--- src/rtl/cpu_pkg.sv ---
// Shared CPU definitions: operation codes, ALU stage FSM states, register file size.
package cpu_pkg;

  localparam int unsigned REG_COUNT_DEF = 16;
  localparam int unsigned OPER_W        = 5;

  localparam logic [OPER_W-1:0] OPER_ADD     = 5'd1;
  localparam logic [OPER_W-1:0] OPER_SUB     = 5'd2;
  localparam logic [OPER_W-1:0] OPER_AND     = 5'd3;
  localparam logic [OPER_W-1:0] OPER_OR      = 5'd4;
  localparam logic [OPER_W-1:0] OPER_XOR     = 5'd5;
  localparam logic [OPER_W-1:0] OPER_MUL     = 5'd6;
  localparam logic [OPER_W-1:0] OPER_LOADRAM = 5'd7;
  localparam logic [OPER_W-1:0] OPER_LOADIMM = 5'd8;
  localparam logic [OPER_W-1:0] OPER_STORE   = 5'd9;

  typedef enum logic [1:0] {
    IDLE    = 2'd0,
    OPERAND = 2'd1,
    EXEC    = 2'd2,
    DONE    = 2'd3
  } alu_state_e;

endpackage

--- src/rtl/alu_mul8.sv ---
// 8x8 shift-add multiplier. The start edge loads the operands and already
// accumulates bit 0, so the remaining seven bits take seven more edges and
// done pulses for one cycle right after the last accumulate.
module alu_mul8 (
  input  logic        ram_clk,
  input  logic        rst,
  input  logic        start,
  input  logic [7:0]  a,
  input  logic [7:0]  b,
  output logic        done,
  output logic [15:0] product
);

  logic [15:0] mcand;
  logic [15:0] acc;
  logic [7:0]  mplier;
  logic [2:0]  cnt;
  logic        busy;

  // Shift-add iteration, one multiplier bit per cycle
  always_ff @(posedge ram_clk or posedge rst) begin
    if (rst) begin
      mcand  <= '0;
      acc    <= '0;
      mplier <= '0;
      cnt    <= '0;
      busy   <= 1'b0;
      done   <= 1'b0;
    end else if (start) begin
      mcand  <= {7'b0, a, 1'b0};
      mplier <= {1'b0, b[7:1]};
      acc    <= b[0] ? {8'h00, a} : 16'h0000;
      cnt    <= 3'd1;
      busy   <= 1'b1;
      done   <= 1'b0;
    end else if (busy) begin
      acc    <= acc + (mplier[0] ? mcand : 16'h0000);
      mcand  <= {mcand[14:0], 1'b0};
      mplier <= {1'b0, mplier[7:1]};
      cnt    <= cnt + 3'd1;
      if (cnt == 3'd7) begin
        busy <= 1'b0;
        done <= 1'b1;
      end
    end else begin
      done <= 1'b0;
    end
  end

  assign product = acc;

endmodule

--- src/rtl/alu_stage.sv ---
// Pipeline stage 4: register file, flags and ALU execution with a
// level exec / ready handshake; STORE produces a request for stage 5.
module alu_stage
  import cpu_pkg::*;
#(
  parameter int unsigned REG_COUNT = REG_COUNT_DEF,
  parameter int unsigned REG_IDX_W = $clog2(REG_COUNT)
) (
  input  logic                 ram_clk,
  input  logic                 rst,
  input  logic                 stage4_exec,
  output logic                 stage4_exec_ready,
  input  logic [4:0]           stage4_oper,
  input  logic [REG_IDX_W-1:0] stage4_dst,
  input  logic [REG_IDX_W-1:0] stage4_src_a,
  input  logic [REG_IDX_W-1:0] stage4_src_b,
  input  logic [7:0]           stage4_imm,
  input  logic [7:0]           stage4_ram_data,
  output logic                 stage5_should_exec,
  output logic [15:0]          stage5_save_address,
  output logic [7:0]           stage5_save_value,
  output logic                 flag_zero,
  output logic                 flag_carry,
  output logic                 flag_negative
);

  alu_state_e state, state_next;

  logic [4:0]           oper_q;
  logic [REG_IDX_W-1:0] dst_q;
  logic [REG_IDX_W-1:0] src_a_q;
  logic [REG_IDX_W-1:0] src_b_q;
  logic [7:0]           imm_q;
  logic [7:0]           ram_q;
  logic [7:0]           a_q;
  logic [7:0]           b_q;
  logic [7:0]           regs [REG_COUNT];

  logic [7:0]  rd_a;
  logic [7:0]  rd_b;
  logic        mul_start;
  logic        mul_done;
  logic [15:0] mul_product;
  logic [7:0]  result;
  logic        carry_next;
  logic        writes_dst;
  logic        commit;

  assign rd_a      = regs[src_a_q];
  assign rd_b      = regs[src_b_q];
  // Multiplier is loaded from the same register reads that fill A/B
  assign mul_start = (state == OPERAND) && (oper_q == OPER_MUL);
  assign commit    = (state == EXEC) && (state_next == DONE);

  alu_mul8 u_mul (
    .ram_clk (ram_clk),
    .rst     (rst),
    .start   (mul_start),
    .a       (rd_a),
    .b       (rd_b),
    .done    (mul_done),
    .product (mul_product)
  );

  // State register
  always_ff @(posedge ram_clk or posedge rst) begin
    if (rst) state <= IDLE;
    else     state <= state_next;
  end

  // Next-state logic
  always_comb begin
    state_next = state;
    case (state)
      IDLE:    if (stage4_exec) state_next = OPERAND;
      OPERAND: state_next = EXEC;
      EXEC:    if ((oper_q != OPER_MUL) || mul_done) state_next = DONE;
      DONE:    if (!stage4_exec) state_next = IDLE;
      default: state_next = IDLE;
    endcase
  end

  // Result and carry for the latched operation
  always_comb begin
    result     = 8'h00;
    carry_next = flag_carry;
    writes_dst = 1'b1;
    case (oper_q)
      OPER_ADD:     {carry_next, result} = 9'(a_q) + 9'(b_q);
      OPER_SUB: begin
        result     = a_q - b_q;
        carry_next = (a_q < b_q);
      end
      OPER_AND: begin
        result     = a_q & b_q;
        carry_next = 1'b0;
      end
      OPER_OR: begin
        result     = a_q | b_q;
        carry_next = 1'b0;
      end
      OPER_XOR: begin
        result     = a_q ^ b_q;
        carry_next = 1'b0;
      end
      OPER_MUL: begin
        result     = mul_product[7:0];
        carry_next = |mul_product[15:8];
      end
      OPER_LOADRAM: result = ram_q;
      OPER_LOADIMM: result = imm_q;
      default:      writes_dst = 1'b0;
    endcase
  end

  // Capture the request at start, then the operands in OPERAND
  always_ff @(posedge ram_clk or posedge rst) begin
    if (rst) begin
      oper_q  <= '0;
      dst_q   <= '0;
      src_a_q <= '0;
      src_b_q <= '0;
      imm_q   <= '0;
      ram_q   <= '0;
      a_q     <= '0;
      b_q     <= '0;
    end else if ((state == IDLE) && stage4_exec) begin
      oper_q  <= stage4_oper;
      dst_q   <= stage4_dst;
      src_a_q <= stage4_src_a;
      src_b_q <= stage4_src_b;
      imm_q   <= stage4_imm;
      ram_q   <= stage4_ram_data;
    end else if (state == OPERAND) begin
      a_q <= rd_a;
      b_q <= rd_b;
    end
  end

  // Register file and flags, committed on DONE entry
  always_ff @(posedge ram_clk or posedge rst) begin
    if (rst) begin
      for (int i = 0; i < int'(REG_COUNT); i++) regs[i] <= 8'h00;
      flag_zero     <= 1'b0;
      flag_carry    <= 1'b0;
      flag_negative <= 1'b0;
    end else if (commit && writes_dst) begin
      regs[dst_q]   <= result;
      flag_zero     <= (result == 8'h00);
      flag_carry    <= carry_next;
      flag_negative <= result[7];
    end
  end

  // Handshake and store request toward stage 5
  always_ff @(posedge ram_clk or posedge rst) begin
    if (rst) begin
      stage4_exec_ready   <= 1'b0;
      stage5_should_exec  <= 1'b0;
      stage5_save_address <= 16'h0000;
      stage5_save_value   <= 8'h00;
    end else begin
      stage4_exec_ready <= (state_next == DONE);
      if (state_next == OPERAND) begin
        stage5_should_exec <= 1'b0;
      end else if (commit && (oper_q == OPER_STORE)) begin
        stage5_should_exec  <= 1'b1;
        stage5_save_address <= {8'h00, imm_q};
        stage5_save_value   <= a_q;
      end
    end
  end

endmodule

--- config.mk ---
export PLATFORM = sky130hd
export DESIGN_NAME = alu_stage
export DESIGN_NICKNAME = d
export VERILOG_FILES = /design/src/rtl/cpu_pkg.sv /design/src/rtl/alu_mul8.sv /design/src/rtl/alu_stage.sv
export SDC_FILE = /design/constraint.sdc
export NUM_CORES = 1
export LEC_CHECK = 0
export CAP_MARGIN = 40
export CORE_MARGIN = 2
export CORE_UTILIZATION = 47
export DETAILED_ROUTE_END_ITERATION = 6
export PLACE_DENSITY = 0.65
export SLEW_MARGIN = 20
export SYNTH_ARGS = -nofsm -noshare
export SYNTH_HDL_FRONTEND = slang
export SYNTH_HIERARCHICAL = 1
export SYNTH_SLANG_ARGS = --single-unit
--- constraint.sdc ---
create_clock -name ram_clk -period 16.3 [get_ports ram_clk]
set_input_delay 3.26 -clock ram_clk [delete_from_list [all_inputs] [get_ports ram_clk]]
set_output_delay 3.26 -clock ram_clk [all_outputs]
set_load 0.05 [all_outputs]
==> out/qor.csv, run 1 <==
stage,metric,value,unit
power_and_ir_drop,power_density,149.4,mW/mm2
hold_path,hold_path.class,flip-flop to flip-flop,
die,die-area,0.03012,mm2
cts,cts-root-buf,clkbuf_16,
die,rows,62,
critical_path,slowest_stage,clkdlybuf4s50_1,
cts,clk_latency,540,ps
placed_design,place_congestion,0.8382,
critical_path,cp_max_fo,2,
route,ant_nets,0,
run_status,status,"finished, final reports clean",
layout,diodes,0,
die,pin_count,65,
cts,postCtsSetupRepairBufs,0,
timing,finalCriticalPeriod,4960,ps
yosys,synth_most_common_cell,dfrtp_1,
route,wl_met1,13950,um
flow_run,cap_violations,0,
placed_design,place_worst_setup_slack,10900,ps
critical_path,required,13040,ps
die,initial_utilization,47.46,%
cts,cts_hold_buf,0,
route,wl_met3,1619,um
cts,clock_sinks,243,
placed_design,dpl_cell_area,0.01446,mm2
yosys,syn-mean-instance-area,12.24,um2
layout,instances_no_fill,1539,
cts,clkTransAtPathRegs,60,ps
layout,nNetsFinal,1217,
critical_path,critical-path-top-delay-family,buffers and inverters,
yosys,synthTopCellsByCount,"243 x dfrtp_1, 156 x mux2_2, 81 x mux4_2, 76 x nand2_1, 65 x o21ai_0",
power_and_ir_drop,leakagePower,6.752,nW
route,drc,0,
yosys,ys.flop_type,dfrtp_1,
timing,relSlewSlack,44.10,%
critical_path,end_kind,primary output,
critical_path,cp.buffers_inverters,1,
timing,fin_ws,11340,ps
placed_design,dpl.cell_count,1491,
cts,cts_buffer_depth,3,
timing,setup_viol,0,
yosys,yosys.area.top_type,dfrtp_1,
route,firstDrtPassIters,5,
critical_path,cp_data_arrival_time,1700,ps
grt,grt_start_max_net_pins,99,
yosys,syn_area,0.01351,mm2
timing,setup-tns-final,0,ps
timing,hold_slack,479.3,ps
yosys,async_flop_share,100.0,%
critical_path,path_class,flip-flop to primary output,
critical_path,startpoint_type,flip-flop,
cts,post_cts_resize_count,0,
timing,fmax,201.6,MHz
timing,slew_violations,0,
die,die_h,173.5,um
route,wirelength,32300,um
route,via_per_inst,5.902,
timing,period_share,30.43,%
placed_design,io_buffers,56,
layout,drive_gt1_share,27.27,%
power_and_ir_drop,irDropWorstVdd,0.1002,mV
timing,skew,18.80,ps
yosys,yosysSeqAreaShare,45.01,%
placed_design,dp_hpwl,21790,um
yosys,synth_enable_flop_cells,0,
yosys,syn_inst,1104,
route,vias,9083,
grt,grt_use_total,21.81,%
grt,grt_pass1_wl,51770,um
cts,numCtsBuffers,26,
yosys,synth_cell_types,73,
critical_path,slowest_delay,820,ps
grt,grt_pass1_vias,9250,
timing,rsz0062_at_grt,no,
cts,tritoncts,done,
critical_path,cp_cell_sequence,clkdlybuf4s50_1,
layout,final_cell_area,0.01528,mm2
route,dr.max_layer_used,met4,
die,die_w,173.5,um
cts,h-tree-depth,1,
yosys,synth.area.top_cells,"dfrtp_1 45%, mux4_2 14%, mux2_2 13%",
die,core-area,0.02847,mm2
layout,syn_to_final_growth,13.13,%
timing,finalHoldViolCount,0,
route,met2_length,15880,um
yosys,yosysWarnings,6,
yosys,synth_top_area_share,45.01,%
route,wl_per_cell,20.99,um
timing,worst_pin_slew,838.6,ps
yosys,ys_ff_latch,243,
route,drtIter0Drc,507,
grt,antenna_found_initial,0,
grt,grt-ovfl-total,0,
cells by family (layout without fill, tap and decap cells):
logic type	after synthesis	count (layout)	share of synthesized area (%)
xor gates and xnor gates	10	10	0.6482
other	1	8	0.02776
buffers and inverters	113	157	3.491
adders and majority gates	44	44	4.242
and+or+nand+nor	254	254	9.418
DFF	243	243	45.01
AOI/OAI and AO/OA	167	167	7.918
muxes	272	272	29.25
cell usage in the layout (no fill, tap or decap), drive strengths merged, types with 8 or more instances in the layout:
master and n:
and2 15, nor2b 15, nand3 27, ha 41, mux4 82, dfrtp 243, nand2 76, buf 22
nor3 15, clkdlybuf4s50 56, a21oi 25, nor2 49, nand2b 9, clkbuf 38, mux2 159, o21ai 73
conb 8, mux2i 31, clkinv 9, inv 31
final cells by class:
cell class / count / area [um2]
multi-input cells: 755 / 6993
well taps: 384 / 480.5
inverters: 33 / 131.4
repair buffers: 78 / 792.0
clock inverters: 8 / 57.56
fillers: 2457 / 13190
clock buffers: 38 / 745.7
flip-flops and latches: 243 / 6085
path summary, 6_finish.rpt:
check                      slack [ps]              endpoint                  from  cells after the start
hold reg to reg                   480  stage5_save_value[7]  stage5_save_value[7]                      2
setup reg to reg                12740              regs[43]             oper_q[0]                      6
max in group asynchronous       11610             oper_q[0]                   rst                      4
min in group asynchronous        3170              regs[30]                   rst                      2
setup / recovery                11340             flag_zero             flag_zero                      1
hold / removal                    480  stage5_save_value[7]  stage5_save_value[7]                      2
flip-flops by register name, summed over array words and instances, names as in the netlist, 5 cells and up:
register             flops
imm_q                    8
u_mul/mcand             15
stage5_save_address      8
stage5_save_value        8
u_mul/mplier             7
ram_q                    8
regs                   128
b_q                      8
u_mul/product           16
oper_q                   5
a_q                      8
stage by stage:
stage                     utilization, %  power [W]
after floorplan                        -   0.001489
after global routing               53.69   0.002410
after detailed placement           50.77   0.001733
final                              53.69   0.002283
after CTS                          53.60   0.002296
after global placement             50.40   0.001715
metal layers:
layer / GRT usage [%] / up-vias
met5: 0 / -
met4: 6.003 / 0
met3: 3.618 / 61
met2: 36.97 / 234
met1: 29.23 / 4641
li1: - / 4147
power breakdown:
part	total (W)	switching [W]	internal, W
clock network	0.000555	0.000239	0.000317
registers	0.000884	0.000156	0.000728
logic	0.000844	0.000459	0.000385
(Power assumes the default switching activity.)
==> run 2: changes to the inputs <==
Clock period 16.3 ns to 5 ns, I/O delays scaled along.
==> out/qor.csv, run 2 (synthesis gave the netlist of run 1 again) <==
stage,metric,value,unit
timing,period_share,71.51,%
critical_path,critical-path-top-delay-family,simple AND/OR/NAND/NOR gates,
grt,grt_use_total,22.65,%
route,wirelength,33400,um
layout,mostFrequentLayoutCell,dfrtp_1,
timing,rsz0062_at_grt,no,
critical_path,path_class,flip-flop to flip-flop,
flow_run,cap_violations,0,
timing,skew,15.93,ps
cts,clock_sinks,243,
critical_path,worstReg2RegEnd,regs[112],
die,die_w,173.5,um
route,wl_per_cell,21.71,um
layout,drive_gt1_share,27.47,%
cts,tritoncts,done,
hold_path,hold_path.class,flip-flop to flip-flop,
route,drc,0,
die,die_h,173.5,um
cts,cts-root-buf,clkbuf_16,
route,drtIter0Drc,686,
timing,slew_violations,0,
die,core-area,0.02847,mm2
grt,grt_pass1_vias,9399,
critical_path,rr_startpoint,oper_q[2],
layout,largest_reg_flops,128,
critical_path,end_kind,flip-flop,
critical_path,cp.buffers_inverters,0,
critical_path,required,5420,ps
timing,setup-tns-final,0,ps
die,rows,62,
placed_design,dp_hpwl,23080,um
critical_path,slowest_delay,890,ps
critical_path,ff2ff_setup_slack,1420,ps
die,die-area,0.03012,mm2
layout,syn_to_final_growth,13.72,%
hold_path,holdCritStartpoint,stage5_save_value[5],
hold_path,hold-path-endpoint,stage5_save_value[5],
die,initial_utilization,47.46,%
critical_path,cp_data_arrival_time,4000,ps
critical_path,startpoint_type,flip-flop,
cts,numCtsBuffers,27,
timing,worst_pin_slew,847.1,ps
cts,cts_hold_buf,0,
run_status,status,"finished, final reports clean",
power_and_ir_drop,leakagePower,6.782,nW
cts,cts_buffer_depth,3,
cts,postCtsSetupRepairBufs,0,
grt,grt_start_max_net_pins,84,
timing,finalCriticalPeriod,3575,ps
grt,antenna_found_initial,0,
route,ant_nets,0,
critical_path,cp_cell_sequence,nor3b_1 > nand2_1 > o21ai_1 > or2_1 > nor2_1 > nand3_1 > mux2_2,
power_and_ir_drop,irDropWorstVdd,0.2928,mV
critical_path,cp_max_fo,27,
power_and_ir_drop,power_density,496.3,mW/mm2
timing,finalHoldViolCount,0,
die,pin_count,65,
timing,fmax,279.7,MHz
cts,post_cts_resize_count,0,
grt,grt_pass1_wl,53550,um
placed_design,place_congestion,0.8265,
placed_design,io_buffers,56,
route,vias,9197,
route,via_per_inst,5.980,
critical_path,reg2reg_depth,7,
route,firstDrtPassIters,5,
layout,top_register,regs,
timing,setup_viol,0,
layout,utilization,53.96,%
timing,relSlewSlack,43.52,%
layout,n_fill_cell,2436,
layout,mostFrequentLayoutCells,"239 x dfrtp_1, 156 x mux2_2, 81 x mux4_2, 76 x nand2_1, 65 x o21ai_0",
cts,h-tree-depth,1,
critical_path,slowest_stage,dfrtp_1,
grt,grt-ovfl-total,0,
layout,nNetsFinal,1218,
hold_path,hold_depth,2,
layout,diodes,0,
cts,clkTransAtPathRegs,60,ps
cts,clk_latency,550,ps
-- run 2: cell count changes in the layout (fill, tap and decap cells not counted), sizes merged --
cell / before / now
bufinv: 0 / 1
clkinv: 9 / 5
clkinvlp: 1 / 3
-- run 2: per-layer routing --
metal  global-route usage, %  wire [um]  up-vias  part of all wire, %
met4                   6.815        994        0                  3.0
met2                   37.40      16140      244                   48
met5                       0          0        -                    0
met1                   31.01      14540     4730                   44
met3                   3.684       1727       64                  5.2
li1                        -          -     4159                    -
-- run 2: power breakdown --
group | switching [W] | total, W | internal [W]
Combinational | 0.00145 | 0.00273 | 0.00128
Sequential | 0.000618 | 0.00299 | 0.00237
Clock | 0.000788 | 0.00191 | 0.00112
Total | 0.00285 | 0.00763 | 0.00477
-- run 2: per-stage QoR --
stage                     cells  setup slack (ps)  total power [W]  area (um2)  hold slack (ps)
after floorplan            1111              1412         0.004856       13540            460.9
after CTS                  1537              1500         0.007657       15350            481.9
after global placement     1486              1564         0.005609       14390            466.2
after global routing       1538              1203         0.008032       15360            496.1
final                      1538              1425         0.007625       15360            475.8
after detailed placement   1492              1487         0.005722       14500            468.8
-- run 2: how the worst max path moves through the flow --
stage,to,start,cells past startpoint
6_report,regs[112],oper_q[2],7
5_1_grt,flag_zero,oper_q[2],8
3_3_place_gp,flag_zero,oper_q[2],7
3_5_place_dp,regs[112],oper_q[2],7
4_1_cts,flag_zero,oper_q[2],8
2_1_floorplan,a_q[0],rst,1
-- run 2: worst register-to-register path: stages, from the launching register on --
cell	delay [ps]
dfrtp_1	890
nor3b_1	620
nand2_1	150
o21ai_1	210
or2_1	390
nor2_1	150
nand3_1	620
mux2_2	420
-- run 2: area by class of cell --
| cell class | instances | area (um2) | area share [%] |
|---|---|---|---|
| multi-input cells | 755 | 7003 | 45.58 |
| flip-flops and latches | 243 | 6086 | 39.61 |
| repair buffers | 78 | 815.8 | 5.310 |
| clock buffers | 38 | 767.0 | 4.992 |
| well taps | 384 | 480.5 | 3.127 |
| inverters | 33 | 127.6 | 0.8307 |
| clock inverters | 7 | 83.83 | 0.5456 |
==> run 3: changes to the inputs <==
Clock period 5 ns to 3.4 ns, I/O delays scaled along.
==> out/qor.csv, run 3 (synthesis gave the netlist of run 1 again) <==
stage,metric,value,unit
timing,hold_slack,481.1,ps
timing,skew,24.58,ps
layout,final_cell_area,0.01555,mm2
power_and_ir_drop,p_sw_share,36.58,%
grt,grt_pass1_wl,53180,um
route,ant_nets,0,
layout,nNetsFinal,1247,
placed_design,io_buffers,56,
die,pin_count,65,
timing,relSlewSlack,50.92,%
power_and_ir_drop,leakagePower,6.918,nW
run_status,status,"finished, final reports clean",
grt,grt-ovfl-total,0,
power_and_ir_drop,p_int,0.007153,W
timing,finalCriticalPeriod,3076,ps
critical_path,startpoint_type,flip-flop,
cts,tritoncts,done,
critical_path,required,3840,ps
layout,largest_reg_flops,128,
grt,antenna_found_initial,0,
route,wl_per_cell,21.18,um
cts,cts-root-buf,clkbuf_16,
route,wirelength,33190,um
die,die-area,0.03012,mm2
flow_run,cap_violations,0,
critical_path,path_class,flip-flop to flip-flop,
layout,mostFrequentLayoutCell,dfrtp_1,
cts,cts_hold_buf,0,
cts,h-tree-depth,1,
cts,postCtsSetupRepairBufs,0,
hold_path,hold_path.class,flip-flop to flip-flop,
placed_design,dpl.cell_count,1524,
route,firstDrtPassIters,5,
layout,mostFrequentLayoutCells,"240 x dfrtp_1, 156 x mux2_2, 81 x mux4_2, 76 x nand2_1, 65 x o21ai_0",
timing,setup_viol,0,
cts,cts_buffer_depth,3,
layout,syn_to_final_growth,15.13,%
die,core-area,0.02847,mm2
placed_design,dp_hpwl,23480,um
power_and_ir_drop,power.share.sequential,37.5,%
route,drc,0,
timing,slew_violations,0,
cts,clk_latency,540,ps
critical_path,cp_data_arrival_time,3520,ps
layout,diodes,0,
route,wl_met1,14190,um
layout,top_register,regs,
cts,clock_sinks,243,
cts,post_cts_resize_count,0,
die,initial_utilization,47.46,%
power_and_ir_drop,p_sw,0.004126,W
timing,setup-tns-final,0,ps
cts,clkTransAtPathRegs,60,ps
placed_design,dpl_cell_area,0.01470,mm2
timing,period_share,90.47,%
layout,drive_gt1_share,29.33,%
cts,numCtsBuffers,25,
timing,fmax,325.1,MHz
route,wl_met3,1703,um
route,drtIter0Drc,774,
grt,grt_use_total,22.51,%
power_and_ir_drop,power_density,725.1,mW/mm2
die,die_h,173.5,um
layout,instances_no_fill,1567,
route,vias,9312,
timing,rsz0062_at_grt,no,
power_and_ir_drop,irDropWorstVdd,0.7348,mV
route,met2_length,16000,um
power_and_ir_drop,clkPwrFrac,25.4,%
die,die_w,173.5,um
placed_design,place_congestion,0.9156,
route,dr.max_layer_used,met4,
route,via_per_inst,5.943,
critical_path,end_kind,flip-flop,
timing,finalHoldViolCount,0,
grt,grt_pass1_vias,9300,
grt,grt_start_max_net_pins,48,
die,rows,62,
power_and_ir_drop,comb_power_share,37.1,%
timing,worst_pin_slew,736.3,ps
critical_path,cp_max_fo,3,
run 3: cell types whose count changed in the layout (fill, tap and decap cells not counted), sizes merged:
cell	before	now
clkinv	5	8
bufinv	1	4
clkinvlp	3	1
buf	22	53
clkbuf	38	32
run 3: final timing paths:
check | startpoint | endpoint | slack [ps] | cells past startpoint
setup reg to reg | b_q[0] | flag_zero | 320 | 9
hold reg to reg | stage5_save_value[3] | stage5_save_value[3] | 480 | 2
min in group asynchronous | rst | u_mul/product[10] | 510 | 2
max in group asynchronous | rst | regs[100] | 1840 | 3
setup / recovery | b_q[0] | flag_zero | 320 | 9
hold / removal | stage5_save_value[3] | stage5_save_value[3] | 480 | 2
run 3: layout make-up:
type,instances,area (um2)
inverters,33,127.6
well taps,384,480.5
multi-input cells,755,6993
clock inverters,11,158.9
clock buffers,32,691.9
repair buffers,109,1018
flip-flops and latches,243,6085
fillers,2450,12910
run 3: critical path, cell delays in order, from the launching register on:
cell,delay [ps]
dfrtp_1,400
ha_1,240
fa_1,420
a211oi_1,340
o31ai_1,140
a21o_1,220
a221o_1,350
a21o_1,190
or4_1,490
o31ai_2,200
run 3: metrics by stage:
step / worst slack (ps) / utilization, % / total power [W]
after floorplan: 131.7 / - / 0.007141
after global placement: 446.2 / 51.63 / 0.008399
after detailed placement: 366.4 / 51.65 / 0.008455
after CTS: 336.3 / 54.64 / 0.01135
after global routing: 123.4 / 54.64 / 0.01189
final: 324.0 / 54.64 / 0.01128
run 3: power by group through the flow:
| stage | Clock [W] | Combinational [W] | Sequential [W] |
|---|---|---|---|
| detailed placement | 0 | 0.00418 | 0.00427 |
| floorplan | 0 | 0.00308 | 0.00406 |
| CTS | 0.00293 | 0.00419 | 0.00423 |
| global route | 0.00305 | 0.00452 | 0.00432 |
| finish | 0.00286 | 0.00419 | 0.00423 |
| global placement | 0 | 0.00415 | 0.00425 |
run 3: metal layers:
| layer | track usage (%) | vias to the layer above |
|---|---|---|
| li1 | - | 4204 |
| met1 | 30.93 | 4766 |
| met2 | 36.85 | 267 |
| met3 | 2.917 | 75 |
| met4 | 8.404 | 0 |
| met5 | 0 | - |
==> edit 1 (flow settings as in run 2) <==
Reset style: synchronous (`rst`), changed in 5 clocked blocks.
--- a/src/rtl/alu_mul8.sv
+++ b/src/rtl/alu_mul8.sv
@@ -20,3 +20,3 @@
   // Shift-add iteration, one multiplier bit per cycle
-  always_ff @(posedge ram_clk or posedge rst) begin
+  always_ff @(posedge ram_clk) begin
     if (rst) begin
--- a/src/rtl/alu_stage.sv
+++ b/src/rtl/alu_stage.sv
@@ -65,3 +65,3 @@
   // State register
-  always_ff @(posedge ram_clk or posedge rst) begin
+  always_ff @(posedge ram_clk) begin
     if (rst) state <= IDLE;
@@ -116,3 +116,3 @@
   // Capture the request at start, then the operands in OPERAND
-  always_ff @(posedge ram_clk or posedge rst) begin
+  always_ff @(posedge ram_clk) begin
     if (rst) begin
@@ -140,3 +140,3 @@
   // Register file and flags, committed on DONE entry
-  always_ff @(posedge ram_clk or posedge rst) begin
+  always_ff @(posedge ram_clk) begin
     if (rst) begin
@@ -155,3 +155,3 @@
   // Handshake and store request toward stage 5
-  always_ff @(posedge ram_clk or posedge rst) begin
+  always_ff @(posedge ram_clk) begin
     if (rst) begin
Behaviour: differs if rst is asserted again (counterexample within 4 cycles, from zero or initial values and one cycle with rst high); with rst held inactive, the same outputs for 4 cycles.
==> edit 1 against run 2 <==
Sequential cell count increased by 8; highest routed layer unchanged; routed wire length increased by 7.6%; sequential share of layout area increased by 2.1 points; cell area decreased by 1.6%; largest cell class unchanged; clock skew decreased by 0.0060 ns; maximum frequency increased by 7.1%; synthesized area decreased by 1.0%; setup slack improved by 0.24 ns; non-clock buffer count unchanged.
Power is not compared: it rests on default switching activity, and its combinational part moved more than twofold at a synthesized area within 25%.
==> edit 1: results <==
group,metric,value,unit
timing,fin_worst_skew,0.009975,ns
synth,synth_edf_count,128,
global_route,first_global_vias,9364,
placement,dp_hpwl,26030,microns
timing,max-slew-margin-rel,41.78,%
critical_path,worst_ep_arrival_time,3.61,ns
critical_path,worst_path_largest_cell_delay,0.56,ns
global_route,grt_max_degree,51,
global_route,grt_first_pass_wirelength,55400,microns
critical_path,regToRegEndpoint,"regs[13][7]$_SDFFCE_PN0P_",
worst_hold_path,min-delay-start,"src_b_q[0]$_SDFFE_PP0P_",
global_route,grt_antenna_before_repair,1,
placement,place_congestion,0.9076,
outcome,status,"complete, no violations",
layout,num-fill-cells,2431,
drt,wl,35940,microns
synth,synth.distinct_cells,81,
synth,ys_seq_area_share,47.16,%
critical_path,r2r.worst_path.cells,9,
critical_path,critPathTopFamily,"compound AO/OA/AOI/OAI gates",
synth,synth_common_cells,"220 x nor2_1, 147 x nand2_1, 128 x edfxtp_1, 123 x dfxtp_1, 97 x a21oi_1",
critical_path,timing.rr.start,"a_q[1]$_SDFFE_PP0P_",
layout,finish.net_count,1360,
synth,ys_top_cells_by_area,"edfxtp_1 29%, dfxtp_1 18%, mux4_2 13%",
layout,layout-drive-gt1-share,14.37,%
critical_path,crit_fanout,18,
critical_path,reg2reg_slack,1.66,ns
drt,routed-via-count,9953,
synth,fraction_of_synthesis_flops_using_an_asynchronous_set_or_reset_pin,0,%
drt,first_iter_violations,1073,
edit 1: cell count changes after synthesis, moves of 72 or more:
cell / before / now
dfxtp_1: 0 / 123
dfrtp_1: 243 / 0
mux2_2: 156 / 1
a21oi_1: 25 / 97
edfxtp_1: 0 / 128
nor2_1: 49 / 220
edit 1: worst max-delay path by stage:
stage,startpoint,endpoint,slack (ns),cells after the start
2_1_floorplan,a_q[1]$_SDFFE_PP0P_,regs[15][7]$_SDFFCE_PN0P_,2.25,10
3_3_place_gp,a_q[1]$_SDFFE_PP0P_,flag_zero$_SDFFE_PP0P_,1.70,9
3_5_place_dp,a_q[1]$_SDFFE_PP0P_,regs[1][7]$_SDFFCE_PN0P_,1.69,9
4_1_cts,a_q[1]$_SDFFE_PP0P_,regs[13][7]$_SDFFCE_PN0P_,1.68,9
5_1_grt,oper_q[1]$_SDFFE_PP0P_,regs[15][0]$_SDFFCE_PN0P_,1.49,7
6_report,a_q[1]$_SDFFE_PP0P_,regs[13][7]$_SDFFCE_PN0P_,1.66,9
edit 1: layout make-up:
class / count / area [sq um] / share of cell area [%]
Timing Repair Buffer: 78 / 794.5 / 5.254
Clock buffer: 35 / 745.7 / 4.931
Antenna cell: 1 / 2.502 / 0.01655
Multi-Input combinational cell: 890 / 6515 / 43.08
Sequential cell: 251 / 6311 / 41.73
Clock inverter: 15 / 161.4 / 1.067
Inverter: 32 / 120.1 / 0.7942
Tap cell: 378 / 473.0 / 3.127
edit 1: logic make-up (layout without fill, tap and decap cells):
family | Yosys count | count (layout) | synth area share (%)
flip-flops | 251 | 251 | 47.16
AO/OA/AOI/OAI | 191 | 191 | 9.452
buffers and inverters | 132 | 160 | 4.361
adder cells (fa/ha/maj) | 44 | 44 | 4.286
other | 1 | 9 | 0.02805
multiplexers | 116 | 116 | 16.19
XOR/XNOR | 7 | 7 | 0.4586
AND/OR/NAND/NOR | 524 | 524 | 18.06
edit 1: through the flow:
stage / hold WS (ns) / setup WS (ns) / std cells / util (%) / instance area (sq um)
detailed placement: 0.4455 / 1.686 / 1626 / 50.76 / 14180
finish: 0.4496 / 1.662 / 1680 / 54.14 / 15120
CTS: 0.4538 / 1.678 / 1676 / 54.01 / 15090
global placement: 0.4357 / 1.702 / 1619 / 50.36 / 14070
global route: 0.4729 / 1.494 / 1679 / 54.13 / 15120
floorplan: 0.4329 / 2.255 / 1273 / - / 13400
edit 1: routing by layer:
layer	vias to the layer above	wire [microns]	GRT usage [%]
li1	4568	-	-
met1	4874	15300	33.34
met2	430	16470	37.57
met3	81	2667	3.650
met4	0	1506	9.075
met5	-	0	0
edit 1: tightest hold or removal path, cell delays in order, from the launching register on:
cell and delay, ns:
dfxtp_1 0.29, nand2_1 0.04, a21oi_1 0.07
==> edit 2 (settings of run 2) <==
Without the edit above. Change the package constant `REG_COUNT_DEF` from 16 to 64.
--- a/src/rtl/cpu_pkg.sv
+++ b/src/rtl/cpu_pkg.sv
@@ -3,3 +3,3 @@
 
-  localparam int unsigned REG_COUNT_DEF = 16;
+  localparam int unsigned REG_COUNT_DEF = 64;
   localparam int unsigned OPER_W        = 5;
Ports: changed (resized stage4_dst, stage4_src_a and stage4_src_b); port bits go from 65 to 71. No check against the original RTL was run, so the function may have changed too.
==> edit 2 against run 2 <==
Maximum frequency up 2.1%; sequential cell count up 390; die area up 150%; synthesized cell count rose to 2.7 times the old value; clock skew up 0.014 ns; clock power rose to 2.9 times the old value; routed wire length rose to 3.0 times the old value; synthesized area rose to 2.5 times the old value; cell area up 150%; total power rose to 3.4 times the old value; setup slack better by 0.074 ns; global-route usage up 4.6 points.
==> edit 2: results <==
group,metric,value,unit
outcome,status,"complete, no violations",
worst_hold_path,min_delay_path_depth,2,
critical_path,worst_path_largest_cell_delay,0.94,ns
layout,finish.net_count,3053,
cts,h_tree_levels,3,
critical_path,crit_path_top_delay_cell,"dfrtp_4",
cts,insertion_delay,0.64,ns
global_route,global_route.usage.total,27.23,%
critical_path,reg2reg_slack,1.50,ns
cts,cts_buffer_depth,3,
power,vdd_ir_drop_max,0.8431,mV
placement,placedCellCount,3840,
critical_path,crit_fanout,34,
global_route,grt_antenna_before_repair,1,
placement,port-buffer-count,62,
layout,stdcell_count,3975,
cts,clk_transition_reported_paths,0.06,ns
synth,synth.distinct_cells,85,
power,internal_power,14.97,mW
synth,synth_cells,2965,
drt,avgViaCountPerCell,6.287,
cts,cts_root_buf,"clkbuf_16",
placement,dp_hpwl,68040,microns
critical_path,timing.setup.critical_path_class,"flip-flop to flip-flop",
placement,place_ws,1.575,ns
worst_hold_path,worst_hold_path.endpoint,"regs[408]$_DFFE_PP0P_",
synth,ys_top_cells_by_area,"dfrtp_1 47%, mux4_2 18%, a21oi_1 7.3%",
critical_path,timing.rr.start,"src_b_q[0]$_DFFE_PP0P_",
drt,drtPass1Iterations,6,
drt,first_iter_violations,2820,
layout,largest_register_ffs,512,
synth,synth_common_cells,"633 x dfrtp_1, 552 x nor2_1, 496 x a21oi_1, 277 x mux4_2, 115 x buf_2",
timing,fin_worst_skew,0.03029,ns
synth,warnings_synthesis,6,
worst_hold_path,worst_hold_path_class,"flip-flop to flip-flop",
power,cellLeakagePower,16.46,nW
timing,tightest_slew,0.8551,ns
cts,ctsResizeCount,0,
timing,hold_slack,0.4993,ns
synth,ys_seq_area_share,46.82,%
global_route,grt_first_pass_wirelength,153600,microns
global_route,grt_max_degree,138,
cts,cts_post_setup_buffers_inserted,0,
layout,regMostFlops,"regs",
worst_hold_path,min-delay-start,"regs[408]$_DFFE_PP0P_",
placement,place_congestion,0.9760,
cts,cts_made_buffers,72,
critical_path,worst_ep_arrival_time,3.99,ns
drt,wire_per_inst,24.99,microns
synth,fraction_of_synthesis_flops_using_an_asynchronous_set_or_reset_pin,100.0,%
critical_path,regToRegEndpoint,"b_q[1]$_DFFE_PP0P_",
layout,layout-drive-gt1-share,20.93,%
-- edit 2: how the worst max path moves through the flow --
| stage | slack [ns] | to | cells past startpoint |
|---|---|---|---|
| floorplan | -4.04 | a_q[0]$_DFFE_PP0P_ | 1 |
| global placement | 1.49 | u_mul/product[7]$_DFFE_PP0N_ | 9 |
| detailed placement | 1.57 | b_q[2]$_DFFE_PP0P_ | 6 |
| CTS | 1.55 | b_q[2]$_DFFE_PP0P_ | 6 |
| global route | 1.30 | u_mul/product[6]$_DFFE_PP0N_ | 10 |
| finish | 1.50 | b_q[1]$_DFFE_PP0P_ | 7 |
-- edit 2: logic make-up (layout without fill, tap and decap cells) --
logic type      count (synthesis)  after routing  share of synthesized area, %
buf+inv                       292            344                         4.645
compound gates                715            715                         11.66
other cells                     1              9                       0.01108
simple gates                  826            826                         10.64
flops                         633            633                         46.82
xor+xnor                        9              9                        0.2330
fa+ha+maj                      44             44                         1.694
mux                           445            445                         24.29
-- edit 2: power by group through the flow --
stage          registers (mW)  logic (mW)  clock network, mW
2_1_floorplan            7.98        8.49                  0
3_3_place_gp             8.76        10.8                  0
3_5_place_dp             8.83        11.3                  0
4_1_cts                  8.76        11.3               5.53
5_1_grt                  9.05        12.1               5.75
6_report                 8.83        11.4               5.45
-- edit 2: area by class of cell --
cell class | instances | area (sq um)
tap | 950 | 1189
fill | 6072 | 33470
clock buffer | 105 | 2120
inverter | 35 | 135.1
timing repair buffer | 178 | 1735
sequential | 633 | 15860
clock inverter | 26 | 315.3
antenna | 1 | 2.502
multi-input combinational | 2047 | 16540
-- edit 2: per-layer routing --
layer | global-route usage [%] | wire [microns]
met4 | 10.70 | 3923
met1 | 38.43 | 40660
met3 | 5.475 | 8998
met5 | 0 | 0
met2 | 41.72 | 45780
-- edit 2: critical path, delay by kind of cell, from the launching register on --
kind            cells  cell delay [ns]
compound gates      3             0.69
mux                 3             1.31
flops               1             0.94
buf+inv             1             0.38
-- edit 2: through the flow --
stage	total power [mW]	cell area, sq um	setup TNS [ns]	util, %
after floorplan	16.47	33860	-2385.58	-
after detailed placement	20.10	35420	0	49.63
after global placement	19.52	35120	0	49.22
final	25.70	37890	0	53.10
after CTS	25.60	37850	0	53.04
after global routing	26.94	37890	0	53.10
